## config.mk

```make
export PLATFORM = sky130hd
export DESIGN_NAME = mw_mem_ctrl_flat
export DESIGN_NICKNAME = d
export VERILOG_FILES = /design/src/rtl/mw_mem_ctrl_if.sv /design/src/rtl/mw_mem_ctrl.sv /design/src/flat_wrapper.sv
export SDC_FILE = /design/constraint.sdc
export NUM_CORES = 1
export LEC_CHECK = 0
export BUFFER_PORTS_ARGS = -buffer_cell sky130_fd_sc_hd__buf_2
export CAP_MARGIN = 10
export CELL_PAD_IN_SITES_DETAIL_PLACEMENT = 1
export CELL_PAD_IN_SITES_GLOBAL_PLACEMENT = 2
export CORE_MARGIN = 8
export CORE_UTILIZATION = 33
export DETAILED_ROUTE_END_ITERATION = 10
export HOLD_SLACK_MARGIN = 0.08
export PLACE_DENSITY = 0.9
export SYNTH_ARGS = -nofsm -noshare
export SYNTH_HDL_FRONTEND = slang
export SYNTH_SLANG_ARGS = --single-unit
export TNS_END_PERCENT = 20
```

## constraint.sdc

```tcl
create_clock -name clk -period 2.8 [get_ports clk]
set_input_delay 0.28 -clock clk [delete_from_list [all_inputs] [get_ports clk]]
set_output_delay 0.28 -clock clk [all_outputs]
set_load 0.02 [all_outputs]
```

## src/rtl/mw_mem_ctrl_if.sv

```systemverilog
// Data-memory handshake between the MW-stage controller and the memory port.
interface mw_mem_ctrl_if;
    logic dmem_req;
    logic dmem_we;
    logic dmem_ack;
    logic dmem_err;

    modport master (output dmem_req, output dmem_we, input dmem_ack, input dmem_err);
    modport slave  (input dmem_req, input dmem_we, output dmem_ack, output dmem_err);
endinterface

```

## src/rtl/mw_mem_ctrl.sv

```systemverilog
// MW-stage data-memory controller: issues loads/stores, stalls the pipe while an
// access is outstanding, and turns bus errors/timeouts into a pipeline flush.
module mw_mem_ctrl #(
    parameter int unsigned TO_W = 8
) (
    input  logic            clk,
    input  logic            rst,
    input  logic            mem_rd_mw,
    input  logic            mem_wr_mw,
    input  logic            trap_mw,
    input  logic            br_taken_de,
    input  logic [TO_W-1:0] to_limit,
    input  logic            cnt_clr,
    mw_mem_ctrl_if.master   mem_if,
    output logic            stall_fd,
    output logic            stall_de,
    output logic            flush_fd,
    output logic            flush_de,
    output logic            bus_err,
    output logic [1:0]      err_cause,
    output logic [31:0]     stall_cnt
);

    localparam int unsigned CNT_W = 32;
    localparam logic [1:0]  CAUSE_BUS = 2'b01;
    localparam logic [1:0]  CAUSE_TO  = 2'b10;

    typedef enum logic {
        ST_IDLE = 1'b0,
        ST_WAIT = 1'b1
    } state_e;

    state_e           state_q, state_d;
    logic [TO_W-1:0]  to_cnt_q, to_cnt_d;
    logic             we_q, we_d;
    logic [1:0]       err_cause_q, err_cause_d;
    logic [CNT_W-1:0] stall_cnt_q, stall_cnt_d;

    logic access;
    logic req_c, we_c, stall_c, flush_fd_c, flush_de_c, bus_err_c, timeout_hit_c;
    logic ack, err;

    assign access = mem_rd_mw | mem_wr_mw;
    assign ack    = mem_if.dmem_ack;
    assign err    = mem_if.dmem_err;

    // State and bookkeeping registers.
    always_ff @(posedge clk or negedge rst) begin
        if (!rst) begin
            state_q     <= ST_IDLE;
            to_cnt_q    <= '0;
            we_q        <= 1'b0;
            err_cause_q <= 2'b00;
            stall_cnt_q <= '0;
        end else begin
            state_q     <= state_d;
            to_cnt_q    <= to_cnt_d;
            we_q        <= we_d;
            err_cause_q <= err_cause_d;
            stall_cnt_q <= stall_cnt_d;
        end
    end

    // Next-state and combinational handshake/pipeline-control outputs.
    always_comb begin
        state_d       = state_q;
        to_cnt_d      = to_cnt_q;
        we_d          = we_q;
        err_cause_d   = err_cause_q;
        stall_cnt_d   = stall_cnt_q;
        req_c         = 1'b0;
        we_c          = 1'b0;
        timeout_hit_c = 1'b0;
        stall_c       = 1'b0;
        bus_err_c     = 1'b0;
        flush_fd_c    = 1'b0;
        flush_de_c    = 1'b0;

        // state_q is forced to IDLE while rst is low, so gating IDLE with rst
        // keeps every combinational output quiet during reset.
        unique case (state_q)
            ST_IDLE: begin
                req_c = rst & access & ~trap_mw;
                we_c  = req_c & mem_wr_mw;
            end
            ST_WAIT: begin
                req_c         = 1'b1;
                we_c          = we_q;
                timeout_hit_c = (to_limit != '0) && (to_cnt_q == to_limit - TO_W'(1))
                                && !ack && !err;
            end
        endcase

        stall_c   = req_c & ~ack & ~err & ~timeout_hit_c;
        bus_err_c = req_c & ~ack & (err | timeout_hit_c);

        if (bus_err_c || (rst && state_q == ST_IDLE && trap_mw)) begin
            flush_fd_c = 1'b1;
            flush_de_c = 1'b1;
            stall_c    = 1'b0;
        end else begin
            flush_fd_c = rst & br_taken_de & ~stall_c;
        end

        unique case (state_q)
            ST_IDLE: begin
                if (req_c && !ack && !err) begin
                    state_d  = ST_WAIT;
                    to_cnt_d = '0;
                    we_d     = mem_wr_mw;
                end
            end
            ST_WAIT: begin
                if (ack || err || timeout_hit_c) state_d = ST_IDLE;
                else                              to_cnt_d = to_cnt_q + TO_W'(1);
            end
        endcase

        // ack has already masked bus_err, so err here outranks the timeout.
        if (bus_err_c) err_cause_d = err ? CAUSE_BUS : CAUSE_TO;

        if (cnt_clr)                       stall_cnt_d = '0;
        else if (stall_c && !(&stall_cnt_q)) stall_cnt_d = stall_cnt_q + CNT_W'(1);
    end

    assign mem_if.dmem_req = req_c;
    assign mem_if.dmem_we  = we_c;
    assign stall_fd        = stall_c;
    assign stall_de        = stall_c;
    assign flush_fd        = flush_fd_c;
    assign flush_de        = flush_de_c;
    assign bus_err         = bus_err_c;
    assign err_cause       = err_cause_q;
    assign stall_cnt       = stall_cnt_q;

endmodule
```

## src/flat_wrapper.sv

```systemverilog
// flat-port wrapper written by rule: the top's interface ports become plain ports
module mw_mem_ctrl_flat 
#(
    parameter int unsigned TO_W = 8
)
  (clk, rst, mem_rd_mw, mem_wr_mw, trap_mw, br_taken_de, to_limit, cnt_clr, stall_fd, stall_de, flush_fd, flush_de, bus_err, err_cause, stall_cnt, mem_if_dmem_req, mem_if_dmem_we, mem_if_dmem_ack, mem_if_dmem_err);
  mw_mem_ctrl_if mem_if_i ();
  input  logic clk;
  input  logic rst;
  input  logic mem_rd_mw;
  input  logic mem_wr_mw;
  input  logic trap_mw;
  input  logic br_taken_de;
  input  logic [TO_W-1:0] to_limit;
  input  logic cnt_clr;
  output logic stall_fd;
  output logic stall_de;
  output logic flush_fd;
  output logic flush_de;
  output logic bus_err;
  output logic [1:0] err_cause;
  output logic [31:0] stall_cnt;
  output wire logic [$bits(mem_if_i.dmem_req)-1:0] mem_if_dmem_req;
  output wire logic [$bits(mem_if_i.dmem_we)-1:0] mem_if_dmem_we;
  input wire logic [$bits(mem_if_i.dmem_ack)-1:0] mem_if_dmem_ack;
  input wire logic [$bits(mem_if_i.dmem_err)-1:0] mem_if_dmem_err;
  assign mem_if_dmem_req = mem_if_i.dmem_req;
  assign mem_if_dmem_we = mem_if_i.dmem_we;
  assign mem_if_i.dmem_ack = mem_if_dmem_ack;
  assign mem_if_i.dmem_err = mem_if_dmem_err;
  mw_mem_ctrl #(.TO_W(TO_W)) u_core (.clk(clk), .rst(rst), .mem_rd_mw(mem_rd_mw), .mem_wr_mw(mem_wr_mw), .trap_mw(trap_mw), .br_taken_de(br_taken_de), .to_limit(to_limit), .cnt_clr(cnt_clr), .mem_if(mem_if_i), .stall_fd(stall_fd), .stall_de(stall_de), .flush_fd(flush_fd), .flush_de(flush_de), .bus_err(bus_err), .err_cause(err_cause), .stall_cnt(stall_cnt));
endmodule
```

# Word-level counts from Yosys, hierarchy flattened
# Cells that the tools add are included.
# word_totals
regBits	44
inputBits	17
output_inout_bits	41
elab_cells	62
# classes
add_sub_neg	3
eq_ne	3
muxes	15
bitwise_logic	17
n_reduce_logical	19
# op_table
operator	n
32-bit two-way mux	2
32-bit by 1-bit adder with 32-bit output (second input constant)	1
32-bit AND reduction	1
8-bit two-way mux	2
8-bit case mux with 2 select lines	1
1-bit bitwise AND	9
8-bit by 1-bit adder with 8-bit output (second input constant)	1
8-bit == test	1
1-bit logical AND	8
8-bit nonzero test	1
8-bit by 1-bit subtractor with 8-bit output (second input constant)	1
1-bit two-way mux	6
1-bit NOT	6
1-bit case mux with 2 select lines	3
2-bit != test (second input constant)	2
2-bit AND reduction	2
1-bit logical NOT	3
1-bit logical OR	3
2-bit two-way mux	1
1-bit OR	2
2-bit nonzero test	1

# Logic depth before layout (Yosys ltp)
# logic_depth
ltp_word	13
depth_mapped	11
depth_no_buf	9

# Worst setup path after synthesis
# OpenSTA, ideal clock, no wires.
# synth_timing
path_type	input to output
startpoint	input to_limit[0]
endpoint	output flush_fd
t_arrival_ns	2.281
required_ns	2.520
slack_ns	0.239
path_stages	10
n_path_buf	1
path_cell_list	inv_1 -> ha_1 -> xor2_1 -> nand4_1 -> nor3_1 -> o2111a_1 -> buf_2 -> o21ai_0 -> o21ai_0 -> o21bai_1
# synth_between
elab_chain_len	11
elab_cells_between_ends	15
classes_between	1 x add/sub; 1 x eq/ne; 2 x mux; 6 x bitwise; 5 x reduce/logical
# synth_lines
element	line_no	rtl
start, declared	flat_wrapper.sv:14	input logic [TO_W-1:0] to_limit;
8-bit by 1-bit subtractor with 8-bit output	mw_mem_ctrl.sv:89	timeout_hit_c = (to_limit != '0) && (to_cnt_q == to_limit - TO_W'(1))
8-bit == test	mw_mem_ctrl.sv:89	
1-bit logical AND *	mw_mem_ctrl.sv:89	
1-bit logical AND * (2 in series)	mw_mem_ctrl.sv:90	&& !ack && !err;
1-bit two-way mux *	mw_mem_ctrl.sv:81	unique case (state_q)
1-bit NOT	mw_mem_ctrl.sv:94	stall_c = req_c & ~ack & ~err & ~timeout_hit_c;
1-bit bitwise AND	mw_mem_ctrl.sv:94	
1-bit NOT	mw_mem_ctrl.sv:102	flush_fd_c = rst & br_taken_de & ~stall_c;
1-bit bitwise AND	mw_mem_ctrl.sv:102	
1-bit two-way mux *	mw_mem_ctrl.sv:97	if (bus_err_c || (rst && state_q == ST_IDLE && trap_mw)) begin
end, declared	flat_wrapper.sv:18	output logic flush_fd;
# Mark *: on every way between the ends. The rest lies on a longest branch, timed or not.

# Worst setup path in the final report
# layout_timing
startpoint	register u_core.to_cnt_q[5]
endpoint	output flush_fd
# layout_between
elab_chain_len	10
elab_cells_between_ends	13
classes_between	1 x eq/ne; 2 x mux; 6 x bitwise; 4 x reduce/logical
# layout_lines
element	line_no	rtl
start, declared	mw_mem_ctrl.sv:34	logic [TO_W-1:0] to_cnt_q, to_cnt_d;
start signal, assigned	mw_mem_ctrl.sv:57	to_cnt_q <= to_cnt_d;
8-bit == test *	mw_mem_ctrl.sv:89	
1-bit logical AND *	mw_mem_ctrl.sv:89	
1-bit logical AND * (2 in series)	mw_mem_ctrl.sv:90	
1-bit two-way mux *	mw_mem_ctrl.sv:81	
1-bit NOT	mw_mem_ctrl.sv:94	
1-bit bitwise AND	mw_mem_ctrl.sv:94	
1-bit NOT	mw_mem_ctrl.sv:102	
1-bit bitwise AND	mw_mem_ctrl.sv:102	
1-bit two-way mux *	mw_mem_ctrl.sv:97	
# Marked as above.

==> impl_results.md <==
- Status: completed
- Final cycle utilization of the critical path: 0.940
- Clock sink count: 44
- Fraction of met1 tracks used by global routing: 0.175
- Detailed-placement wirelength estimate: roughly 5900 µm
- Clock network latency to the later pin of the worst-skew pair: approximately 0.31 ns
- DRC violation count after routing: 0
- Overall die height: about 110 µm
- Core area: 8050 µm²
- Antenna violations before repair: 0
- Met3 demand-to-capacity share in global routing: 0.0339
- Die area: 11300 µm²
- Wirelength per Cell: roughly 17 µm
- Maximum clock insertion buffer count: 2
- Area Overhead vs Synth: 19.7%
- Filler-free cell count of the finished design: 470
- Placement Setup Slack: roughly 0.23 ns
- Area share of the largest cell type after synthesis: 0.408
- WP data required: around 2.5 ns
- Share of final-layout standard cells stronger than drive strength 1: 0.244
- Antenna Nets Post-Route: 0
- Max Cap Viol: 0
- Cell types occupying the most area after synthesis: sky130_fd_sc_hd__dfrtp_1 (41%), sky130_fd_sc_hd__xnor2_1 (6.5%), sky130_fd_sc_hd__nor2_1 (4.6%), sky130_fd_sc_hd__nand4_1 (3.5%), sky130_fd_sc_hd__nand3_1 (3.3%)
- Slowest cell delay on critical path: 0.47 ns
- Final design utilization: 0.401
- Buffers on Ports: 57
- Largest delay share family, worst path: compound AO/OA/AOI/OAI gates
- EDFF count, synth: 0
- Top cell type by total area after synthesis: sky130_fd_sc_hd__dfrtp_1
- Count of unique library cells instantiated by Yosys: between 40 and 50
- Portion of the post-synthesis area used by sequential elements: 0.408
- Clock Skews: roughly 0.0071 ns
- Aggregate global routing overflow: 0
- Highest-count cells in the layout ignoring fill and taps: sky130_fd_sc_hd__buf_2 (57), sky130_fd_sc_hd__dfrtp_1 (44), sky130_fd_sc_hd__nor2_1 (32)
- Most frequent standard cell in the layout excluding fill and tap cells: sky130_fd_sc_hd__buf_2
- Time the final worst path needs with I/O delays and setup: 2.63 ns
- Drt initial violations: between 100 and 150
- Clock transition at path regs: roughly 0.090 ns
- Prevailing post-synth register cell: sky130_fd_sc_hd__dfrtp_1
- Cell type of the slowest stage on the worst timing path: sky130_fd_sc_hd__dfrtp_1
- Die outline width: between 100 and 150 µm
- RSZ-0062 raised after global routing: no
- Achievable Freq: ~380 MHz
- Worst Hold Class: primary input to async pin
- Seq cells post-synth: 44
- Num rows: 33
- Post-Synthesis Net Count: around 320
- Static leakage: around 1.5 nW
- Largest net degree at the start of global routing: between 40 and 50
- Worst-path fanout max: 7
- Critical path capture point type: output pin
- CTS H-tree depth: 2
- Cell breakdown of the critical path: and3b_1, o2111ai_1, nand2_1, o2111a_1, o21ai_1, o21ai_0, o21bai_1, buf_2
- Effective utilization at floorplan: 0.335
- Wire length of the first global-routing pass: 13900 µm
- Crit Path Category: register to output pin
- Final Max Tran Viols: 0
- Syn. warnings: 0
- Via density per instance: between 5 and 6
- Sum Neg Setup Slack: 0 ns
- Worst slew slack as a fraction of its limit: 0.473
- Root buffer selected by CTS: sky130_fd_sc_hd__clkbuf_8
- Via count of the first global-routing pass: approximately 2800
- Most crowded layer after global routing: met2
- Async set or reset register ratio after synthesis: 1.00
- WP buf/inv: 1
- CTS Hold Buffers Added: 0
- Summed instance area of the synthesized netlist: 2700 µm²
- Routed wire length: between 8000 and 9000 µm
- Synthesized area per cell: 8.90 µm²
- Sort of element at the start of the critical path: register
- Peak supply drop: ~0.19 mV
- Final worst hold slack: about 0.10 ns
- Final net count: a little under 400
- Detailed-routing iteration count for the pre-antenna-repair pass: 4
- Total power per unit cell area: ~370 nW/µm²
- Count of final hold-check violations: 0
- Top Ports: slightly below 60
- Overall Power: ~1.2 mW
- CP arrival: between 2 and 2.5 ns
- Slew @ Worst Pin: between 0.7 and 0.8 ns
- Final setup vio count: 0
- Routed vias: between 2000 and 3000
- Count of buffers added by post-CTS timing repair for setup: 0
- Instance area after placement: about 3100 µm²
- GRT Total Usage: 0.147
- Gate Count Post-Synth: between 300 and 400
- CTS buffer count: 5
- Final worst-path setup slack: about 0.17 ns
- Inst Count DP: about 460
- Final GP Congestion: 0.793
- Diode count: 0
- Total non-filler cell area in the finished layout: around 3200 µm²
- Met2 track demand over resource: 0.256
- CTS tree: done
worst register-to-register path, delay by kind of cell, from the launching register on:
family | cells | cell delay (ns)
buffers and inverters | 1 | 0.17
AO/OA/AOI/OAI | 3 | 0.64
flip-flops | 1 | 0.47
AND/OR/NAND/NOR | 4 | 1.23
what timing repair did:
item,4_1_cts,5_1_grt
endpoints found under the hold margin,0,0
pin swaps,0,0
setup endpoints to repair,1,1
gates resized for setup,1,1
metal layers:
layer / part of all wire / wire, µm / vias up
li1: - / - / 1223
met1: 0.44 / 3570 / 1259
met2: 0.50 / 4010 / 46
met3: 0.044 / 350 / 11
met4: 0.013 / 108 / 0
met5: 0 / 0 / -
synth_stat cells (2+ instances only):
library cell,count
sky130_fd_sc_hd__xor2_1,5
sky130_fd_sc_hd__nor3_1,15
sky130_fd_sc_hd__nand3b_1,3
sky130_fd_sc_hd__o2111ai_1,2
sky130_fd_sc_hd__nand3_1,18
sky130_fd_sc_hd__nor4b_1,2
sky130_fd_sc_hd__xnor2_1,20
sky130_fd_sc_hd__o31ai_1,9
sky130_fd_sc_hd__ha_1,4
sky130_fd_sc_hd__nor3_2,2
sky130_fd_sc_hd__buf_2,4
sky130_fd_sc_hd__dfrtp_1,44
sky130_fd_sc_hd__inv_1,8
sky130_fd_sc_hd__and4_1,4
sky130_fd_sc_hd__and3_1,6
sky130_fd_sc_hd__nand4_1,15
sky130_fd_sc_hd__clkbuf_1,6
sky130_fd_sc_hd__a21oi_1,14
sky130_fd_sc_hd__nand2b_1,2
sky130_fd_sc_hd__nor4_2,2
sky130_fd_sc_hd__nand2_1,24
sky130_fd_sc_hd__nor4_1,4
sky130_fd_sc_hd__or4_1,8
sky130_fd_sc_hd__o21ai_0,10
sky130_fd_sc_hd__nor2b_1,11
sky130_fd_sc_hd__or3_1,3
sky130_fd_sc_hd__nor2_1,33
sky130_fd_sc_hd__mux2_2,8
path summary, 6_finish.rpt:
| kind | cells after the start | start | slack (ns) | to |
|---|---|---|---|---|
| max in group asynchronous | 2 | rst | 2.28 | u_core.stall_cnt[3] |
| min in group clk | 2 | mem_wr_mw | 0.24 | u_core.we_q |
| min | 2 | rst | 0.10 | u_core.stall_cnt[21] |
| max reg2reg | 8 | u_core.to_cnt_q[5] | 0.22 | u_core.stall_cnt[27] |
| max | 8 | u_core.to_cnt_q[5] | 0.17 | flush_fd |
| min reg2reg | 1 | u_core.err_cause[0] | 0.50 | u_core.err_cause[0] |
logic make-up (layout without fill, tap and decap cells):
group | Yosys count | after routing | share of synthesized area
and+or+nand+nor | 159 | 159 | 0.323
DFF | 44 | 44 | 0.408
AOI/OAI and AO/OA | 43 | 43 | 0.104
xor gates and xnor gates | 25 | 25 | 0.0812
buffers and inverters | 20 | 82 | 0.0311
muxes | 8 | 8 | 0.0334
adders and majority gates | 4 | 4 | 0.0186
state kept, by name, summed over array words and instances, names as in the netlist:
| signal | flops |
|---|---|
| u_core.stall_cnt | 32 |
| u_core.state_q | 1 |
| u_core.to_cnt_q | 8 |
| u_core.we_q | 1 |
| u_core.err_cause | 2 |
final cells by class:
class,instances,area (µm²)
clock buffers,5,68.8
clock inverters,2,12.5
fillers,999,4820
inverters,9,33.8
multi-input cells,239,1510
flip-flops and latches,44,1100
well taps,105,131
repair buffers,66,365
report_power, final:
part	internal (mW)	switching [mW]	total, mW
combinational	0.0493	0.0846	0.134
clock	0.169	0.231	0.400
sequential	0.649	0.0248	0.674
No activity file was read; power rests on OpenSTA's default activity.
